## config.mk

```make
export PLATFORM = sky130hd
export DESIGN_NAME = rgb_led_ctrl
export DESIGN_NICKNAME = d
export VERILOG_FILES = /design/src/rtl/rgb_led_pkg.sv /design/src/rtl/rgb_pwm_chan.sv /design/src/rtl/rgb_led_ctrl.sv
export SDC_FILE = /design/constraint.sdc
export NUM_CORES = 1
export LEC_CHECK = 0
export CAP_MARGIN = 10
export CORE_ASPECT_RATIO = 0.9
export CORE_MARGIN = 10
export CORE_UTILIZATION = 55
export CTS_BUF_LIST = sky130_fd_sc_hd__clkbuf_8
export CTS_CLUSTER_SIZE = 10
export DETAILED_ROUTE_END_ITERATION = 16
export GPL_TIMING_DRIVEN = 0
export PLACE_DENSITY = 0.74
export SYNTH_ARGS = -nofsm -noshare
export SYNTH_HDL_FRONTEND = slang
export SYNTH_HIERARCHICAL = 1
export SYNTH_SLANG_ARGS = --single-unit
```

## constraint.sdc

```tcl
create_clock -name clk -period 2.9 [get_ports clk]
set_input_delay 0.435 -clock clk [delete_from_list [all_inputs] [get_ports clk]]
set_output_delay 0.435 -clock clk [all_outputs]
set_load 0.02 [all_outputs]
```

## src/rtl/rgb_led_pkg.sv

```systemverilog
// Shared types and constants for the RGB LED controller.
// Holds the FSM state enum, cfg_addr map, control bit positions and the breathe ramp step.
package rgb_led_pkg;

    typedef enum logic [1:0] {
        ST_OFF    = 2'd0,
        ST_SETTLE = 2'd1,
        ST_ON     = 2'd2
    } led_state_t;

    localparam logic [1:0] ADDR_CH0  = 2'd0;
    localparam logic [1:0] ADDR_CH1  = 2'd1;
    localparam logic [1:0] ADDR_CH2  = 2'd2;
    localparam logic [1:0] ADDR_CTRL = 2'd3;

    localparam int CTRL_EN      = 0;
    localparam int CTRL_BREATHE = 1;

    // Triangle ramp 0..255..0; returns {up_next, scale_next}.
    function automatic logic [8:0] breathe_step(
        input logic [7:0] scale,
        input logic       up
    );
        logic [8:0] r;
        if (up) begin
            if (scale == 8'hFF) r = {1'b0, 8'hFE};
            else                r = {1'b1, scale + 8'd1};
        end else begin
            if (scale == 8'h00) r = {1'b1, 8'h01};
            else                r = {1'b0, scale - 8'd1};
        end
        return r;
    endfunction

endpackage

```

## src/rtl/rgb_pwm_chan.sv

```systemverilog
// One PWM channel: shadow/active duty pair plus registered comparator.
// Ports: clk, rst, wr_en/wr_data (duty write), run (state ON), wrap (counter
// rolls to 0 this edge), count (PWM counter), scale (RGB_BREATHE_EN only), pwm.
import rgb_led_pkg::*;

module rgb_pwm_chan #(
    parameter int PWM_BITS = 8
) (
    input  logic                clk,
    input  logic                rst,
    input  logic                wr_en,
    input  logic [PWM_BITS-1:0] wr_data,
    input  logic                run,
    input  logic                wrap,
    input  logic [PWM_BITS-1:0] count,
`ifdef RGB_BREATHE_EN
    input  logic [7:0]          scale,
`endif
    output logic                pwm
);

    logic [PWM_BITS-1:0] shadow_q;
    logic [PWM_BITS-1:0] active_q;
    logic [PWM_BITS-1:0] eff_duty;
    logic [PWM_BITS-1:0] next_active;

`ifdef RGB_BREATHE_EN
    logic [PWM_BITS+7:0] prod;
    assign prod     = {8'd0, active_q} * {{PWM_BITS{1'b0}}, scale};
    assign eff_duty = PWM_BITS'(prod >> 8);
`else
    assign eff_duty = active_q;
`endif

    // A write landing on the same edge as the copy is forwarded so it is not lost.
    assign next_active = wr_en ? wr_data : shadow_q;

    always_ff @(posedge clk or posedge rst) begin
        if (rst) begin
            shadow_q <= '0;
            active_q <= '0;
            pwm      <= 1'b0;
        end else begin
            if (wr_en)
                shadow_q <= wr_data;
            // Outside ON the duty follows writes at once; in ON only at period start.
            if (!run || wrap)
                active_q <= next_active;
            pwm <= run && (count < eff_duty);
        end
    end

endmodule

```

## src/rtl/rgb_led_ctrl.sv

```systemverilog
// RGB LED driver controller: OFF -> SETTLE -> ON sequencing plus 3-channel PWM.
// Ports: clk, rst (async high), cfg_valid/cfg_ready/cfg_addr/cfg_data write port,
// curren, rgbleden, rgb_pwm[2:0], led_on. Optional breathe ramp: RGB_BREATHE_EN.
import rgb_led_pkg::*;

module rgb_led_ctrl #(
    parameter int PWM_BITS      = 8,
    parameter int PRESCALE      = 4,
    parameter int SETTLE_CYCLES = 4800
) (
    input  logic                clk,
    input  logic                rst,
    input  logic                cfg_valid,
    output logic                cfg_ready,
    input  logic [1:0]          cfg_addr,
    input  logic [PWM_BITS-1:0] cfg_data,
    output logic                curren,
    output logic                rgbleden,
    output logic [2:0]          rgb_pwm,
    output logic                led_on
);

    localparam int SW  = (SETTLE_CYCLES > 1) ? $clog2(SETTLE_CYCLES) : 1;
    localparam int PSW = (PRESCALE > 1) ? $clog2(PRESCALE) : 1;
    localparam logic [SW-1:0]  SETTLE_LAST = SW'(SETTLE_CYCLES - 1);
    localparam logic [PSW-1:0] PRE_LAST    = PSW'(PRESCALE - 1);

    led_state_t          state;
    logic [SW-1:0]       settle_cnt;
    logic [PSW-1:0]      pre_cnt;
    logic [PWM_BITS-1:0] count;
    logic [1:0]          ctrl_q;
    logic [2:0]          duty_we;

    logic wr_acc;
    logic ctrl_sel;
    logic en_wr;
    logic go_off;
    logic run;
    logic tick;
    logic wrap;

    assign wr_acc   = cfg_valid && cfg_ready;
    assign ctrl_sel = cfg_valid && (cfg_addr == ADDR_CTRL);
    assign en_wr    = wr_acc && ctrl_sel && cfg_data[CTRL_EN];

    // A disable during SETTLE aborts on cfg_valid alone; the write itself
    // then completes in OFF, where cfg_ready is high again.
    assign go_off = ctrl_sel && !cfg_data[CTRL_EN] &&
                    ((state == ST_SETTLE) || (state == ST_ON && cfg_ready));

    always_comb begin
        duty_we = '0;
        unique case (1'b1)
            (cfg_addr == ADDR_CH0): duty_we[0] = wr_acc;
            (cfg_addr == ADDR_CH1): duty_we[1] = wr_acc;
            (cfg_addr == ADDR_CH2): duty_we[2] = wr_acc;
            default: ;
        endcase
    end

    always_ff @(posedge clk or posedge rst) begin
        if (rst)
            ctrl_q <= '0;
        else if (wr_acc && cfg_addr == ADDR_CTRL)
            ctrl_q <= {cfg_data[CTRL_BREATHE], cfg_data[CTRL_EN]};
    end

    always_ff @(posedge clk or posedge rst) begin
        if (rst) begin
            state      <= ST_OFF;
            settle_cnt <= '0;
            curren     <= 1'b0;
            rgbleden   <= 1'b0;
            led_on     <= 1'b0;
            cfg_ready  <= 1'b0;
        end else begin
            unique case (state)
                ST_OFF: begin
                    cfg_ready <= 1'b1;
                    if (en_wr) begin
                        state      <= ST_SETTLE;
                        settle_cnt <= '0;
                        curren     <= 1'b1;
                        cfg_ready  <= 1'b0;
                    end
                end
                ST_SETTLE: begin
                    if (go_off) begin
                        state      <= ST_OFF;
                        settle_cnt <= '0;
                        curren     <= 1'b0;
                        cfg_ready  <= 1'b1;
                    end else if (settle_cnt == SETTLE_LAST) begin
                        state      <= ST_ON;
                        settle_cnt <= '0;
                        rgbleden   <= 1'b1;
                        led_on     <= 1'b1;
                        cfg_ready  <= 1'b1;
                    end else begin
                        settle_cnt <= settle_cnt + SW'(1);
                    end
                end
                ST_ON: begin
                    if (go_off) begin
                        state    <= ST_OFF;
                        curren   <= 1'b0;
                        rgbleden <= 1'b0;
                        led_on   <= 1'b0;
                    end
                end
                default: begin
                    state      <= ST_OFF;
                    settle_cnt <= '0;
                    curren     <= 1'b0;
                    rgbleden   <= 1'b0;
                    led_on     <= 1'b0;
                    cfg_ready  <= 1'b1;
                end
            endcase
        end
    end

    // Leaving ON takes effect on the disabling edge itself.
    assign run  = (state == ST_ON) && !go_off;
    assign tick = (pre_cnt == PRE_LAST);
    assign wrap = run && tick && (count == '1);

    always_ff @(posedge clk or posedge rst) begin
        if (rst) begin
            pre_cnt <= '0;
            count   <= '0;
        end else if (!run) begin
            pre_cnt <= '0;
            count   <= '0;
        end else if (tick) begin
            pre_cnt <= '0;
            count   <= count + PWM_BITS'(1);
        end else begin
            pre_cnt <= pre_cnt + PSW'(1);
        end
    end

`ifdef RGB_BREATHE_EN
    logic [7:0] scale_q;
    logic       scale_up_q;
    logic [7:0] scale_eff;
    logic       ctrl_unused;

    assign ctrl_unused = ctrl_q[CTRL_EN];
    assign scale_eff   = ctrl_q[CTRL_BREATHE] ? scale_q : 8'hFF;

    always_ff @(posedge clk or posedge rst) begin
        if (rst) begin
            scale_q    <= 8'd0;
            scale_up_q <= 1'b1;
        end else if (state != ST_ON) begin
            scale_q    <= 8'd0;
            scale_up_q <= 1'b1;
        end else if (wrap && ctrl_q[CTRL_BREATHE]) begin
            {scale_up_q, scale_q} <= breathe_step(scale_q, scale_up_q);
        end
    end
`else
    logic ctrl_unused;
    assign ctrl_unused = ^ctrl_q;
`endif

    for (genvar i = 0; i < 3; i++) begin : g_chan
        rgb_pwm_chan #(
            .PWM_BITS(PWM_BITS)
        ) u_chan (
            .clk    (clk),
            .rst    (rst),
            .wr_en  (duty_we[i]),
            .wr_data(cfg_data),
            .run    (run),
            .wrap   (wrap),
            .count  (count),
`ifdef RGB_BREATHE_EN
            .scale  (scale_eff),
`endif
            .pwm    (rgb_pwm[i])
        );
    end

endmodule
```

==> metrics.txt, run 1 <==
row cnt=30; Rel. slew slack=38.96%; final hold slack=0.4437 ns; CP Max Fanout=10; initial antenna violation count=0; yosys synthesis warning count=6; Die X=112.4 um; Post-Place Setup Slack=-0.2104 ns; Comb power frac=23.5%; fin nets=432; via count of the first global-routing pass=2971; reg-to-reg slack, setup=0.36 ns; top cell type's share of synthesized area=46.76%; Worst Reg2Reg Path Length in Cells=9; All-Layer GR Usage=16.01%; vias=2924; Residual DRC=0; Die Area=11600 sq um; switching part of the total=27.27%; number of synthesized flops with an enable pin=0; Worst-Margin Slew=0.9073 ns; antenna cells=0; Power Dens Cells=634.0 nW/um^2; Hold Path Class=reg -> reg; WS Path Type=in -> reg; layout cell share with drive strength beyond 1=19.19%; Leak Pwr=2.278 nW; WL per Instance=18.27 um; aggregate global routing overflow=0; VDD IR-drop max=0.3435 mV; Final Skew=0.01038 ns; post-DP HPWL=6472 um; maximum clock frequency=375.5 MHz; # IOs=20; Pint=2.212 mW; Hold Path Depth=1; Startpoint Class=input pin; Initial Util=56.32%; Die Height=103.2 um; Post-CTS Hold Buffers=0; Crit. End Element=register; core area=7507 sq um; Yosys reg bits=79; clk sinks=79; ys async rst share=100.0%; Reg-to-Reg Start=state[1]$_DFFE_PP0P_; ANT nets after route=0; mapped cell area=4228 sq um; final wirelength=8989 um; critical path arrival=2.89 ns; clock transition at the registers of the reported paths=0.08 ns; max_cap viols=0; Switching Power=0.8293 mW; status=finished clean; final setup margin=0.2369 ns; CP required=3.13 ns; Pre-Repair DR Iteration Count=6; IO Port Bufs=19; clock network fraction of total power=31.4%; RSZ-0062 raised after global routing=no; area leader, netlist=dfrtp_1; commonest register cell after synthesis=dfrtp_1; crit path time final=2.663 ns; Via density=5.943; CTS Buf Count=9; Netlist cell types=51; sequential share of power=45.1%; Max Root-Sink Buffers=2; # setup viols final=0; first-pass GRT wire length=14950 um; GPL Wtd Cong=0.8223; CTS tree=yes; r2r endpoint=g_chan[0].u_chan/active_q[4]$_DFFE_PP0P_; final core utilization=63.90%; synthesized net count=401; worst skew pair latency=0.35 ns; Hold Path End=pre_cnt[0]$_DFF_PP0_; Pins Over Slew Limit=0; drt initial violations=183; Syn Area/Cell=11.71 sq um; largest net degree at the start of global routing=29; H-tree levels=3; Mapped Cells=361; Seq/Total Area, Yosys=46.76%; final hold vios=0; dominant cells by area after synthesis=dfrtp_1 47%, mux2_4 17%, ha_1 8.0%; synth-to-layout area growth=13.47%; CTS root buffer=clkbuf_8; final period utilization=91.83%; critical hold path startpoint=pre_cnt[0]$_DFF_PP0_
## synth_stat cells (3+ instances only)
cell type	number
o31ai_1	4
dfrtp_1	79
o21ai_0	17
xnor2_1	3
clkbuf_1	5
xor2_1	3
nor4_1	4
inv_1	32
nor2b_1	6
nor3_1	7
a211oi_1	6
buf_6	4
nand4_1	9
buf_2	3
nand2_1	15
a21oi_1	9
a31oi_1	4
a22o_1	5
mux2_4	48
nand2b_1	4
nand3_1	9
ha_1	27
or3_1	4
nor2_1	22
## area by class of cell
cell class | count | area [sq um]
plain buffers | 13 | 86.33
clock buffers | 9 | 123.9
clock inverters | 6 | 102.6
fillers | 591 | 2710
inverters | 32 | 120.1
multi-input cells | 237 | 2049
flip-flops and latches | 79 | 1977
well taps | 96 | 120.1
repair buffers | 20 | 217.7
## metal layers
metal	up-vias	wire, um	global-route usage (%)
li1	1359	-	-
met1	1480	4205	21.36
met2	73	4320	25.41
met3	12	339	3.460
met4	0	123	5.361
met5	-	0	0
## worst max-delay path: stages
cell,delay [ns]
clkdlybuf4s50_1,0.53
nand3_1,0.22
o31ai_2,0.44
clkbuf_1,0.41
nor2_1,0.14
nand2b_1,0.16
buf_2,0.22
mux2_4,0.33
## cells by family after synthesis
| kind of cell | count (synthesis) | share of synthesized area [%] |
|---|---|---|
| simple gates | 92 | 11.63 |
| flops | 79 | 46.76 |
| compound gates | 61 | 9.707 |
| mux | 51 | 17.79 |
| buf+inv | 45 | 4.883 |
| fa+ha+maj | 27 | 7.990 |
| xor+xnor | 6 | 1.243 |
## power by group through the flow
| stage | clock (mW) | sequential, mW | combinational (mW) |
|---|---|---|---|
| final | 0.954 | 1.37 | 0.715 |
| after global routing | 1.01 | 1.39 | 0.790 |
| after CTS | 0.960 | 1.37 | 0.712 |
| after detailed placement | 0 | 1.39 | 0.706 |
| after global placement | 0 | 1.38 | 0.677 |
| after floorplan | 0 | 1.37 | 0.539 |
## placed cells by master, fill, tap and decap left out, types with 7 or more instances in the layout
master / n
dfrtp_1: 79
mux2_4: 48
inv_1: 34
ha_1: 27
nor2_1: 22
clkdlybuf4s50_1: 19
o21ai_0: 17
nand2_1: 15
nand3_1: 9
a21oi_1: 9
nand4_1: 9
clkbuf_8: 9
nor3_1: 7
## how the worst max path moves through the flow
stage,start,to
floorplan,cfg_ready$_DFFE_PP0P_,g_chan[0].u_chan/active_q[0]$_DFFE_PP0P_
global placement,cfg_addr[0],g_chan[1].u_chan/active_q[4]$_DFFE_PP0P_
detailed placement,cfg_addr[0],g_chan[1].u_chan/active_q[5]$_DFFE_PP0P_
CTS,cfg_addr[0],g_chan[1].u_chan/active_q[4]$_DFFE_PP0P_
global route,cfg_addr[0],g_chan[1].u_chan/active_q[0]$_DFFE_PP0P_
finish,cfg_addr[0],g_chan[0].u_chan/active_q[4]$_DFFE_PP0P_
## metrics by stage
| step | total power, mW | cell area [sq um] | instances | setup TNS (ns) |
|---|---|---|---|---|
| 2_1_floorplan | 1.910 | 4228 | 361 | 0 |
| 3_3_place_gp | 2.059 | 4538 | 476 | -4.430 |
| 3_5_place_dp | 2.099 | 4538 | 476 | -4.754 |
| 4_1_cts | 3.045 | 4765 | 491 | 0 |
| 5_1_grt | 3.194 | 4797 | 492 | 0 |
| 6_report | 3.041 | 4797 | 492 | 0 |
## repair_timing
item	CTS	global route
buffers inserted	0	0
resized for setup	0	1
endpoints found under the setup margin	0	24
## state kept, by name (all words and copies together), names as in the netlist
| name | flops |
|---|---|
| count | 8 |
| g_chan.u_chan/shadow_q | 24 |
| led_on | 1 |
| state | 2 |
| g_chan.u_chan/active_q | 24 |
| cfg_ready | 1 |
| g_chan.u_chan/pwm | 3 |
| settle_cnt | 13 |
| curren | 1 |
| pre_cnt | 2 |
No activity file was read; power rests on OpenSTA's default activity.
==> inputs of run 2 (changes only) <==
--- a/config.mk
+++ b/config.mk
@@ -7,7 +7,7 @@
 export LEC_CHECK = 0
 export CAP_MARGIN = 10
 export CORE_ASPECT_RATIO = 0.9
-export CORE_MARGIN = 10
+export CORE_MARGIN = 2
 export CORE_UTILIZATION = 55
 export CTS_BUF_LIST = sky130_fd_sc_hd__clkbuf_8
 export CTS_CLUSTER_SIZE = 10
==> run 2 against run 1 <==
- sequential power about the same
- cell count down 0.20%
- non-clock buffer count unchanged
- hold slack better by 0.0062 ns
- cell area down 1.7%
- count of clock-buffer cells in the layout up 2
- clock skew down 0.0027 ns
- critical path depth unchanged
- maximum frequency down 0.59%
- power down 7.9%
- critical path type unchanged
- highest routed layer unchanged
==> metrics.txt, run 2 (synthesis gave the netlist of run 1 again) <==
status=finished clean (unchanged); Die Height=87.18 um (was 103.2 um); VDD IR-drop max=0.3524 mV (was 0.3435 mV); CP cell instances=clkdlybuf4s50_1 > nand3_1 > o31ai_1 > clkbuf_1 > nor2_1 > nand2b_1 > buf_2 > mux2_4 (was clkdlybuf4s50_1 > nand3_1 > o31ai_2 > clkbuf_1 > nor2_1 > nand2b_1 > buf_2 > mux2_4); CP max-delay cell=clkdlybuf4s50_1 (unchanged); post_cts resized=0 (unchanged); Die Area=8405 sq um (was 11600 sq um); clock transition at the registers of the reported paths=0.07 ns (was 0.08 ns); final wirelength=8653 um (was 8989 um); fin nets=432 (unchanged); layout cell share with drive strength beyond 1=18.73% (was 19.19%); Residual DRC=0 (unchanged); first-pass GRT wire length=14390 um (was 14950 um); RSZ-0062 raised after global routing=no (unchanged); Leak Pwr=2.245 nW (was 2.278 nW); delay of the slowest critical-path stage=0.54 ns (was 0.53 ns); Max Root-Sink Buffers=2 (unchanged); CP Max Fanout=10 (unchanged); via count of the first global-routing pass=2795 (was 2971); Die X=96.42 um (was 112.4 um); largest net degree at the start of global routing=29 (unchanged); Tot Pwr=2.802 mW (was 3.041 mW); Post-CTS Hold Buffers=0 (unchanged); Finished Cell Area=4717 sq um (was 4797 sq um); Power Dens Cells=594.0 nW/um^2 (was 634.0 nW/um^2); drt initial violations=134 (was 183); core area=7507 sq um (unchanged); # IOs=20 (unchanged); worst skew pair latency=0.35 ns (about the same); Worst Reg2Reg Path Length in Cells=9 (unchanged); Pre-Repair DR Iteration Count=4 (was 6); H-tree levels=3 (unchanged); non-filler cells, final=491 (was 492); Top delay family on crit path=buffers and inverters (unchanged); Setup TNS=0 ns (unchanged); WS Path Type=in -> reg (unchanged); Reg-to-Reg Start=state[1]$_DFFE_PP0P_ (unchanged); # setup viols final=0 (unchanged); setup bufs post-CTS=0 (unchanged); Hold Path Depth=1 (unchanged); initial antenna violation count=0 (unchanged); Final Skew=0.007728 ns (was 0.01038 ns); critical hold path startpoint=pre_cnt[0]$_DFF_PP0_ (unchanged); most frequent cells in the layout=79 x dfrtp_1, 48 x mux2_4, 34 x inv_1 (unchanged); largest registers=g_chan.u_chan/active_q (24), g_chan.u_chan/shadow_q (24), settle_cnt (13) (unchanged); placed cell count=476 (unchanged); All-Layer GR Usage=23.08% (was 16.01%); final core utilization=62.83% (was 63.90%); reg-to-reg slack, setup=0.33 ns (was 0.36 ns); max_cap viols=0 (unchanged); Cell Area, Placed=4538 sq um (unchanged); final hold vios=0 (unchanged); post-DP HPWL=6042 um (was 6472 um); aggregate global routing overflow=0 (unchanged); WL per Instance=17.62 um (was 18.27 um); most common cell after layout, fill and taps aside=dfrtp_1 (unchanged); maximum clock frequency=373.3 MHz (was 375.5 MHz); clk sinks=79 (unchanged); Startpoint Class=input pin (unchanged); Hold Path End=pre_cnt[0]$_DFF_PP0_ (unchanged); vias=2817 (was 2924); Pins Over Slew Limit=0 (unchanged); final period utilization=92.38% (was 91.83%); Hold Path Class=reg -> reg (unchanged); row cnt=30 (unchanged); IO Port Bufs=19 (unchanged); critical path arrival=2.91 ns (was 2.89 ns); CP required=3.13 ns (about the same); r2r endpoint=g_chan[1].u_chan/active_q[0]$_DFFE_PP0P_ (was g_chan[0].u_chan/active_q[4]$_DFFE_PP0P_); Via density=5.737 (was 5.943); crit path time final=2.679 ns (was 2.663 ns); Worst Path Buf+Inv=3 (unchanged); CTS Buf Count=9 (unchanged); Worst-Margin Slew=0.9376 ns (was 0.9073 ns); GPL Wtd Cong=0.8294 (was 0.8223); Crit. End Element=register (unchanged); ANT nets after route=0 (unchanged); Initial Util=56.32% (unchanged); Rel. slew slack=36.92% (was 38.96%); CTS root buffer=clkbuf_8 (unchanged); CTS tree=yes (unchanged); antenna cells=0 (unchanged); synth-to-layout area growth=11.57% (was 13.47%)
-- run 2: cell count changes in the layout (fill, tap and decap cells not counted), sizes merged --
cell    delta
bufinv     -3
clkbuf     +2
-- run 2: stage by stage --
step           setup WS [ns]  hold slack [ns]
2_1_floorplan         0.6927           0.3611
3_3_place_gp        -0.06722           0.4292
3_5_place_dp         -0.1179           0.4428
4_1_cts               0.2435           0.4529
5_1_grt              0.05168           0.4721
6_report              0.2210           0.4499
-- run 2: worst max path at each step --
stage / to / cells past startpoint / slack, ns / startpoint
floorplan: g_chan[0].u_chan/active_q[0]$_DFFE_PP0P_ / 8 / 0.69 / cfg_ready$_DFFE_PP0P_
global placement: g_chan[1].u_chan/active_q[5]$_DFFE_PP0P_ / 8 / -0.07 / cfg_addr[0]
detailed placement: g_chan[1].u_chan/active_q[2]$_DFFE_PP0P_ / 8 / -0.12 / cfg_addr[0]
CTS: g_chan[1].u_chan/active_q[0]$_DFFE_PP0P_ / 8 / 0.24 / cfg_addr[0]
global route: g_chan[1].u_chan/active_q[0]$_DFFE_PP0P_ / 8 / 0.05 / cfg_addr[1]
finish: g_chan[1].u_chan/active_q[0]$_DFFE_PP0P_ / 8 / 0.22 / cfg_addr[1]
-- run 2: layout make-up --
type,count,area [sq um]
Buffer,13,86.33
Clock buffer,11,151.4
Clock inverter,3,12.51
Fill cell,597,2790
Inverter,32,120.1
Multi-Input combinational cell,237,2044
Sequential cell,79,1977
Tap cell,96,120.1
Timing Repair Buffer,20,205.2
-- run 2: layer usage --
layer	GRT usage, %	vias up	routed length (um)
li1	-	1354	-
met1	32.52	1406	4077
met2	34.97	46	4123
met3	5.108	11	304
met4	8.835	0	148
met5	0	-	0
-- run 2: power breakdown --
part | leakage [nW] | switching (mW) | internal (mW) | total [mW]
clock network | 0.0937 | 0.379 | 0.341 | 0.720
logic | 1.16 | 0.338 | 0.371 | 0.708
registers | 0.992 | 0.0935 | 1.28 | 1.37
total | 2.24 | 0.810 | 1.99 | 2.80
